`src/rtl/render_sequencer.sv`:
```
// render_sequencer: frame scan sequencer issuing (x, y, layer) beats to the render pipe
// Ports: gpuClock (rising edge), reset (sync, active-high); startFrame/abortFrame/stall controls;
//   rstPixelInc one-cycle clear pulse; pixelInc beat strobe with pixelX/pixelY/layerIdx/lastLayer;
//   currentlyRendering high outside IDLE; frameDone one-cycle completion pulse.
// Optional macro LAYER_SKIP_EN adds input layerEnable (sampled in CLEAR) to skip disabled layers.
module render_sequencer #(
  parameter int H_PIXELS     = 1280,
  parameter int V_PIXELS     = 720,
  parameter int NUM_LAYERS   = 32,
  parameter int DRAIN_CYCLES = 8
) (
  input  logic                  gpuClock,
  input  logic                  reset,
  input  logic                  startFrame,
  input  logic                  abortFrame,
  input  logic                  stall,
`ifdef LAYER_SKIP_EN
  input  logic [NUM_LAYERS-1:0] layerEnable,
`endif
  output logic                  rstPixelInc,
  output logic                  pixelInc,
  output logic [10:0]           pixelX,
  output logic [10:0]           pixelY,
  output logic [4:0]            layerIdx,
  output logic                  lastLayer,
  output logic                  currentlyRendering,
  output logic                  frameDone
);
  localparam logic [2:0] IDLE  = 3'd0;
  localparam logic [2:0] CLEAR = 3'd1;
  localparam logic [2:0] SCAN  = 3'd2;
  localparam logic [2:0] DRAIN = 3'd3;
  localparam logic [2:0] DONE  = 3'd4;
  localparam logic [10:0] H_LAST = 11'(H_PIXELS - 1);
  localparam logic [10:0] V_LAST = 11'(V_PIXELS - 1);
  logic [2:0] state;
  logic [10:0] x_cnt, y_cnt;
  logic [4:0] l_cnt, first_l, last_l, next_l;
  logic [7:0] drain_cnt;
  logic [NUM_LAYERS-1:0] mask;
`ifdef LAYER_SKIP_EN
  logic [NUM_LAYERS-1:0] mask_q;
  // The mask is used live during CLEAR so the first enabled layer is known when the counters load;
  // an empty mask degenerates to layer 0 only.
  assign mask = state == CLEAR ? (layerEnable == '0 ? NUM_LAYERS'(1) : layerEnable) : mask_q;
  always_ff @(posedge gpuClock) begin
    if (reset) mask_q <= '0;
    else if (state == CLEAR) mask_q <= mask;
  end
`else
  assign mask = '1;
`endif
  // Lowest, highest and next-higher enabled layer relative to the current layer counter.
  always_comb begin
    first_l = '0;
    last_l = '0;
    next_l = l_cnt;
    for (int i = NUM_LAYERS - 1; i >= 0; i--) if (mask[i]) first_l = 5'(i);
    for (int i = 0; i < NUM_LAYERS; i++) if (mask[i]) last_l = 5'(i);
    for (int i = NUM_LAYERS - 1; i >= 0; i--) if (mask[i] && 5'(i) > l_cnt) next_l = 5'(i);
  end
  assign rstPixelInc = state == CLEAR;
  assign currentlyRendering = state != IDLE;
  assign frameDone = state == DONE;
  always_ff @(posedge gpuClock) begin
    if (reset) begin
      state <= IDLE;
      x_cnt <= '0;
      y_cnt <= '0;
      l_cnt <= '0;
      drain_cnt <= '0;
      pixelInc <= 1'b0;
      lastLayer <= 1'b0;
      pixelX <= '0;
      pixelY <= '0;
      layerIdx <= '0;
    end else if (abortFrame && state != IDLE) begin
      state <= IDLE;
      pixelInc <= 1'b0;
      lastLayer <= 1'b0;
    end else begin
      pixelInc <= state == SCAN && !stall;
      lastLayer <= state == SCAN && !stall && l_cnt == last_l;
      if (state == IDLE && startFrame && !abortFrame) state <= CLEAR;
      if (state == CLEAR) begin
        x_cnt <= '0;
        y_cnt <= '0;
        l_cnt <= first_l;
        state <= SCAN;
      end
      if (state == SCAN && !stall) begin
        pixelX <= x_cnt;
        pixelY <= y_cnt;
        layerIdx <= l_cnt;
        if (l_cnt != last_l) l_cnt <= next_l;
        else begin
          l_cnt <= first_l;
          x_cnt <= x_cnt == H_LAST ? '0 : x_cnt + 11'd1;
          if (x_cnt == H_LAST) begin
            if (y_cnt == V_LAST) begin
              state <= DRAIN;
              drain_cnt <= '0;
            end else y_cnt <= y_cnt + 11'd1;
          end
        end
      end
      // The first DRAIN cycle still shows the final beat, so DRAIN_CYCLES idle cycles follow it.
      if (state == DRAIN) begin
        drain_cnt <= drain_cnt + 8'd1;
        if (drain_cnt == 8'(DRAIN_CYCLES)) state <= DONE;
      end
      if (state == DONE || state > DONE) state <= IDLE;
    end
  end
endmodule

```
`config.mk`:
```
export PLATFORM = sky130hd
export DESIGN_NAME = render_sequencer
export DESIGN_NICKNAME = d
export VERILOG_FILES = /design/src/rtl/render_sequencer.sv
export SDC_FILE = /design/constraint.sdc
export NUM_CORES = 1
export LEC_CHECK = 0
export BUFFER_PORTS_ARGS = -buffer_cell sky130_fd_sc_hd__buf_2
export CAP_MARGIN = 0
export CORE_ASPECT_RATIO = 0.6
export CORE_UTILIZATION = 55
export DETAILED_ROUTE_END_ITERATION = 10
export PLACE_DENSITY = 0.82
export SYNTH_ARGS = -nofsm -noshare
export SYNTH_HDL_FRONTEND = slang
export SYNTH_SLANG_ARGS = --single-unit
```
`constraint.sdc`:
```
create_clock -name gpuClock -period 4.5 [get_ports gpuClock]
set_input_delay 0.45 -clock gpuClock [delete_from_list [all_inputs] [get_ports gpuClock]]
set_output_delay 0.45 -clock gpuClock [all_outputs]
set_load 0.1 [all_outputs]
```
==> metrics.csv, run 1 <==
stage,metric,value,unit
route,drt_wl_total,7520,um
synth,synth-seq-cells,67,
min_path,hp-start,startFrame,
setup_path,slowest_delay,0.69,ns
min_path,hold_end,state[0]$_SDFF_PP0_,
synth,ys.flop_type,dfxtp_1,
cts,cts_buffer_depth,2,
setup_path,r2r_start,x_cnt[0]$_SDFFE_PP0N_,
sta,rsz0062_at_grt,false,
sta,slew_violations,0,
final_layout,multi_input_area,1650,sq um
synth,synth_cells,391,
floorplan,dieArea,6030,sq um
cts,cts_buffers,9,
flow_run,maxCapViolCount,0,
setup_path,worst-r2r-setup-slack,1.57,ns
floorplan,rows,20,
route,ant_nets,0,
cts,cts_tree,built,
power_and_ir_drop,p_per_area,338,nW/um^2
floorplan,die_x,99.6,um
setup_path,rr_worst_depth,6,
synth,synth.yosys.seq_area_share,0.427,
grt,grt_pass1_wl,12500,um
floorplan,coreArea,5280,sq um
floorplan,boundaryPins,37,
cts,clock_sinks,67,
synth,syn_avg_cell_area,8.03,sq um
cts,clock_latency,0.36,ns
grt,gr-total-overflow,0,
setup_path,cp_slowest_cell,nor4_4,
place,portBuffers,36,
final_layout,diodes,0,
synth,synthArstFlopShare,0,
final_layout,final-instance-count-excl-fill,497,
setup_path,cp-end-kind,flop,
sta,fmax,0.342,GHz
synth,synth.distinct_cells,60,
synth,synth_edf_count,0,
sta,fin_crit_sh,0.651,
final_layout,final_cell_mix,"75 x nand2_1, 67 x dfxtp_1, 44 x a21oi_1",
sta,period_minus_slack,2.93,ns
route,drc_errors,0,
setup_path,cp_cell_sequence,"ha_1, nand4_1, nor4_4, nand3_1, o311ai_1, o31ai_1",
route,vias,2915,
grt,grt_pass1_vias,2631,
route,avgViaCountPerCell,5.87,
sta,slew_headroom,0.237,
cts,htreeDepth,3,
min_path,min_path_type,primary input to flop,
final_layout,layout_commonest_cell,nand2_1,
sta,tns,0,ns
power_and_ir_drop,switching_share,0.224,
power_and_ir_drop,ir_drop,0.252,mV
setup_path,r2r-end,y_cnt[5]$_SDFFE_PP0N_,
place,place_congestion,0.811,
final_layout,final_net_count,424,
cts,clk_pin_slew,0.07,ns
power_and_ir_drop,seqPwrFrac,0.497,
sta,finClkSkew,0.00880,ns
final_layout,fillers,456,
setup_path,worstPathArrival,3.12,ns
synth,netlist_area,3140,sq um
power_and_ir_drop,p_sw,0.000269,W
cts,cts_setup_buffers,0,
floorplan,start_util,0.595,
sta,worst_pin_slew,1.14,ns
grt,grt_max_degree,70,
final_layout,finalInstanceArea,3540,sq um
setup_path,start_kind,flop,
route,drt-pass1-iter-count,5,
power_and_ir_drop,p_int,0.000929,W
floorplan,die_h,60.5,um
synth,yosys_warnings,0,
cts,hold_buffers,0,
place,place_ws,1.69,ns
route,drtIter0Drc,211,
run_status,status,"complete, no violations",
setup_path,worst-path-max-fanout,12,
power_and_ir_drop,cellLeakagePower,1.24,nW
place,dp_cells,481,
final_layout,drive_above_1_share,0.160,
min_path,hold_depth,3,
grt,antenna_found_initial,0,
grt,grt_usage,0.269,
power_and_ir_drop,pwr-share-comb,0.033,
sta,hold_viol,0,
place,dp_hpwl,5070,um
final_layout,ff_latch_area,1340,sq um
setup_path,worstPathRequired,4.70,ns
sta,layout_setup_ws,1.57,ns
synth,syn_nets,400,
cts,root_buffer,clkbuf_8,
sta,setup_viol,0,
final_layout,synthToLayoutAreaGrowth,12.8,%
place,placed_cell_area,3320,sq um
cts,cts_resized,0,
power_and_ir_drop,clockPowerShare,0.470,
setup_path,setup.worst_path.class,flop to flop,
route,wl_per_cell,15.1,um
[cells in the mapped netlist (4+ instances only)]
library cell  number  area share
nand2_1           75       0.090
nand3_1           13       0.021
xor2_1             5       0.014
nand2b_1           7       0.014
ha_1               4       0.016
dfxtp_1           67        0.43
nor2_1            36       0.043
nor4b_1            4       0.011
o21ai_0            8       0.013
nand4_1            9       0.018
inv_1              6      0.0072
nor3_1            15       0.024
a21oi_1           44       0.070
buf_2              5      0.0080
a31oi_1            5       0.010
clkbuf_1          16       0.019
[worst max-delay path: cells and delay by family, from the launching register on]
kind | cells | cell delay (ns)
flip-flops | 1 | 0.46
AO/OA/AOI/OAI | 2 | 0.56
adder cells (fa/ha/maj) | 1 | 0.26
AND/OR/NAND/NOR | 3 | 1.48
[registers in the layout, summed over array words and instances, names as in the netlist]
register,flops
layerIdx,5
pixelY,11
l_cnt,5
state,3
pixelX,11
y_cnt,11
x_cnt,11
pixelInc,1
lastLayer,1
drain_cnt,8
[layer usage]
layer	vias up	share of wire	track usage
met4	0	0.012	0.105
li1	1439	-	-
met5	-	0	0
met2	127	0.44	0.401
met3	10	0.074	0.0887
met1	1339	0.47	0.366
[worst max-delay path by stage]
| stage | from | slack [ns] | end |
|---|---|---|---|
| after floorplan | x_cnt[0]$_SDFFE_PP0N_ | 2.28 | y_cnt[4]$_SDFFE_PP0N_ |
| after CTS | x_cnt[0]$_SDFFE_PP0N_ | 1.64 | y_cnt[5]$_SDFFE_PP0N_ |
| after global placement | x_cnt[0]$_SDFFE_PP0N_ | 1.84 | y_cnt[3]$_SDFFE_PP0N_ |
| after detailed placement | x_cnt[0]$_SDFFE_PP0N_ | 1.69 | y_cnt[9]$_SDFFE_PP0N_ |
| final | x_cnt[0]$_SDFFE_PP0N_ | 1.57 | y_cnt[5]$_SDFFE_PP0N_ |
| after global routing | x_cnt[0]$_SDFFE_PP0N_ | 1.32 | y_cnt[9]$_SDFFE_PP0N_ |
[kinds of logic after synthesis]
logic type / share of synthesized area
compound gates: 0.166
flops: 0.427
fa+ha+maj: 0.0159
xor+xnor: 0.0167
simple gates: 0.311
mux: 0.0167
buf+inv: 0.0462
[through the flow]
step           utilization  power (W)  hold WS, ns
3_3_place_gp         0.628   0.000647        0.440
6_report             0.671    0.00120        0.368
3_5_place_dp         0.628   0.000648        0.444
5_1_grt              0.671    0.00123        0.376
2_1_floorplan            -   0.000641        0.450
4_1_cts              0.671    0.00120        0.370
[cell type report]
class                   instances  share of cell area
multi-input cells             292               0.467
flip-flops and latches         67               0.379
repair buffers                 39              0.0572
clock buffers                  10              0.0388
well taps                      77              0.0272
clock inverters                 6              0.0251
inverters                       6             0.00636
[power by group through the flow]
stage	clock network (W)	registers, W	logic, W
after floorplan	0	0.000608	0.0000335
after global placement	0	0.000608	0.0000390
after detailed placement	0	0.000609	0.0000395
after CTS	0.000567	0.000595	0.0000396
after global routing	0.000596	0.000595	0.0000433
final	0.000562	0.000595	0.0000399
Note: power is estimated with default switching activity, not from simulation.
==> run 2: changes to the inputs <==
--- a/config.mk
+++ b/config.mk
@@ -5,6 +5,7 @@
 export SDC_FILE = /design/constraint.sdc
 export NUM_CORES = 1
 export LEC_CHECK = 0
+export ABC_AREA = 1
 export BUFFER_PORTS_ARGS = -buffer_cell sky130_fd_sc_hd__buf_2
 export CAP_MARGIN = 0
 export CORE_ASPECT_RATIO = 0.6
==> constraint.sdc (replaced) <==
create_clock -name gpuClock -period 2.8 [get_ports gpuClock]
set_input_delay 0.28 -clock gpuClock [delete_from_list [all_inputs] [get_ports gpuClock]]
set_output_delay 0.28 -clock gpuClock [all_outputs]
set_load 0.1 [all_outputs]
==> metrics.csv, run 2 <==
stage,metric,value,unit,change
synth,synth_cells,456,,was 391
setup_path,worstPathArrival,2.50,ns,was 3.12 ns
cts,cts_setup_buffers,0,,unchanged
setup_path,cp_cell_sequence,"inv_2, nor4_4, nand2_2, inv_2, buf_4, o21ai_0, a21oi_1",,"was ha_1, nand4_1, nor4_4, nand3_1, o311ai_1, o31ai_1"
sta,tns,0,ns,unchanged
final_layout,final_net_count,501,,was 424
final_layout,final_cell_mix,"71 x nand2_1, 67 x dfxtp_1, 64 x a21oi_1",,"was 75 x nand2_1, 67 x dfxtp_1, 44 x a21oi_1"
run_status,status,"complete, no violations",,unchanged
grt,grt_usage,0.270,,was 0.269
cts,clock_sinks,67,,unchanged
sta,hold_viol,0,,unchanged
route,avgViaCountPerCell,5.59,,was 5.87
final_layout,diodes,0,,unchanged
cts,clock_latency,0.34,ns,was 0.36 ns
route,drc_errors,0,,unchanged
grt,gr-total-overflow,0,,unchanged
route,vias,3219,,"was 2,915"
min_path,min_path_type,primary input to flop,,unchanged
sta,rsz0062_at_grt,false,,unchanged
synth,yosysMostFrequentCell,nand2_1,,unchanged
power_and_ir_drop,p_sw,0.000639,W,was 0.000269 W
cts,cts_buffer_depth,2,,unchanged
final_layout,drive_above_1_share,0.157,,was 0.160
power_and_ir_drop,seqPwrFrac,0.469,,was 0.497
power_and_ir_drop,pwr-share-comb,0.158,,was 0.033
setup_path,start_kind,flop,,unchanged
power_and_ir_drop,cellLeakagePower,1.46,nW,was 1.24 nW
synth,synth_top_area_cell,dfxtp_1,,unchanged
synth,ys.flop_type,dfxtp_1,,unchanged
grt,grt_pass1_vias,2643,,"was 2,631"
power_and_ir_drop,switching_share,0.301,,was 0.224
cts,htreeDepth,3,,unchanged
synth,syn_nets,465,,was 400
floorplan,boundaryPins,37,,unchanged
route,ant_nets,0,,unchanged
place,portBuffers,36,,unchanged
cts,root_buffer,clkbuf_8,,unchanged
place,dp_hpwl,5750,um,was 5070 um
sta,fin_crit_sh,0.798,,was 0.651
setup_path,crit_top_cell,inv_2,,
flow_run,maxCapViolCount,0,,unchanged
floorplan,rows,21,,was 20
setup_path,worst-path-max-fanout,32,,was 12
sta,fmax,0.447,GHz,was 0.342 GHz
floorplan,die_x,101,um,was 99.6 um
sta,slew_headroom,0.341,,was 0.237
sta,slew_violations,0,,unchanged
sta,finClkSkew,0.0120,ns,was 0.00880 ns
synth,netlist_area,3240,sq um,was 3140 sq um
synth,synth.yosys.seq_area_share,0.414,,was 0.427
synth,synth.area.top_cells,"dfxtp_1 41%, a21oi_1 9.9%, nand2_1 8.2%",,"was dfxtp_1 43%, nand2_1 9.0%, a21oi_1 7.0%"
synth,synth_top_area_share,0.414,,was 0.427
cts,cts_buffers,9,,unchanged
final_layout,synthToLayoutAreaGrowth,13.9,%,was 12.8%
floorplan,die_h,61.4,um,was 60.5 um
setup_path,worstPathRequired,3.07,ns,was 4.70 ns
power_and_ir_drop,clockPowerShare,0.373,,was 0.470
route,wl_per_cell,13.9,um,was 15.1 um
grt,grt_pass1_wl,12500,um,unchanged
place,place_congestion,0.957,,was 0.811
synth,synth_edf_count,0,,unchanged
power_and_ir_drop,p_per_area,575,nW/um^2,was 338 nW/um^2
power_and_ir_drop,ir_drop,0.297,mV,was 0.252 mV
route,drt-pass1-iter-count,6,,was 5
place,placed_cell_area,3490,sq um,was 3320 sq um
route,drtIter0Drc,333,,was 211
cts,cts_resized,0,,unchanged
setup_path,slowest_delay,0.45,ns,was 0.69 ns
sta,worst_pin_slew,0.988,ns,was 1.14 ns
synth,synth.distinct_cells,37,,was 60
cts,hold_buffers,0,,unchanged
final_layout,finalInstanceArea,3690,sq um,was 3540 sq um
sta,setup_viol,0,,unchanged
cts,clk_pin_slew,0.07,ns,about the same
route,drt_wl_total,7980,um,was 7520 um
floorplan,dieArea,6210,sq um,was 6030 sq um
synth,yosys_warnings,0,,unchanged
grt,antenna_found_initial,0,,unchanged
floorplan,coreArea,5620,sq um,was 5280 sq um
setup_path,cp_slowest_cell,dfxtp_1,,was nor4_4
sta,period_minus_slack,2.24,ns,was 2.93 ns
setup_path,cp-end-kind,flop,,unchanged
synth,syn_avg_cell_area,7.10,sq um,was 8.03 sq um
synth,yosys-top-cells-count,"71 x nand2_1, 67 x dfxtp_1, 64 x a21oi_1",,"was 75 x nand2_1, 67 x dfxtp_1, 44 x a21oi_1"
floorplan,start_util,0.576,,was 0.595
grt,grt_max_degree,34,,was 70
power_and_ir_drop,p_int,0.00148,W,was 0.000929 W
final_layout,layout_commonest_cell,nand2_1,,unchanged
setup_path,setup.worst_path.class,flop to flop,,unchanged
synth,synthArstFlopShare,0,,unchanged
cts,cts_tree,built,,unchanged
synth,synth-seq-cells,67,,unchanged
==> run 2: changes by cell type in the layout (fill, tap and decap cells not counted), moves of 5 or more <==
cell | before | now
nand2_2 | 0 | 5
o21ai_0 | 8 | 52
inv_2 | 0 | 7
a21oi_1 | 44 | 64
nor2_2 | 0 | 5
nand2b_1 | 7 | 0
inv_1 | 6 | 54
==> run 2: layout make-up <==
type,count,area (sq um)
Fill cell,519,1930
Multi-Input combinational cell,313,1620
Sequential cell,67,1340
Inverter,62,233
Timing Repair Buffer,39,203
Clock buffer,13,159
Tap cell,80,100
Clock inverter,2,35.0
==> run 2: power groups by stage <==
stage          clock network [W]  registers [W]  logic [W]
3_3_place_gp                   0        0.00102   0.000330
3_5_place_dp                   0        0.00102   0.000332
2_1_floorplan                  0        0.00117   0.000126
6_report                0.000793       0.000995   0.000335
5_1_grt                 0.000854       0.000998   0.000352
4_1_cts                 0.000800       0.000995   0.000334
==> run 2: critical path: cells and delay by family (launching register included) <==
family | cells | cell delay (ns)
compound gates | 2 | 0.31
buf+inv | 3 | 0.74
flops | 1 | 0.45
simple gates | 2 | 0.64
==> run 2: path summary, 6_finish.rpt <==
path | start | end | slack, ns | cells past startpoint
max | state[1]$_SDFF_PP0_ | pixelX[3]$_SDFFE_PP0P_ | 0.56 | 7
min | abortFrame | drain_cnt[1]$_SDFFE_PP0P_ | 0.33 | 4
max reg2reg | state[1]$_SDFF_PP0_ | pixelX[3]$_SDFFE_PP0P_ | 0.56 | 7
min reg2reg | pixelX[6]$_SDFFE_PP0P_ | pixelX[6]$_SDFFE_PP0P_ | 0.47 | 2
==> run 2: cells by family after synthesis <==
group           share of synthesized area
simple gates                        0.243
xor+xnor                          0.00271
compound gates                      0.235
flops                               0.414
fa+ha+maj                          0.0155
buf+inv                            0.0896
==> run 2: metrics by stage <==
stage                     hold slack (ns)  cells  utilization  setup WS [ns]  power [W]
after floorplan                     0.438    456            -          0.497    0.00129
after global placement              0.458    561        0.621          0.701    0.00134
after detailed placement            0.456    561        0.621          0.590    0.00135
after CTS                           0.317    576        0.656          0.573    0.00213
after global routing                0.350    576        0.656          0.363    0.00220
final                               0.329    576        0.656          0.565    0.00212
==> run 2: layer usage <==
metal	up-vias	part of all wire	track usage
met3	14	0.10	0.0829
met2	159	0.40	0.384
li1	1605	-	-
met5	-	0	0
met4	0	0.013	0.0932
met1	1441	0.48	0.388
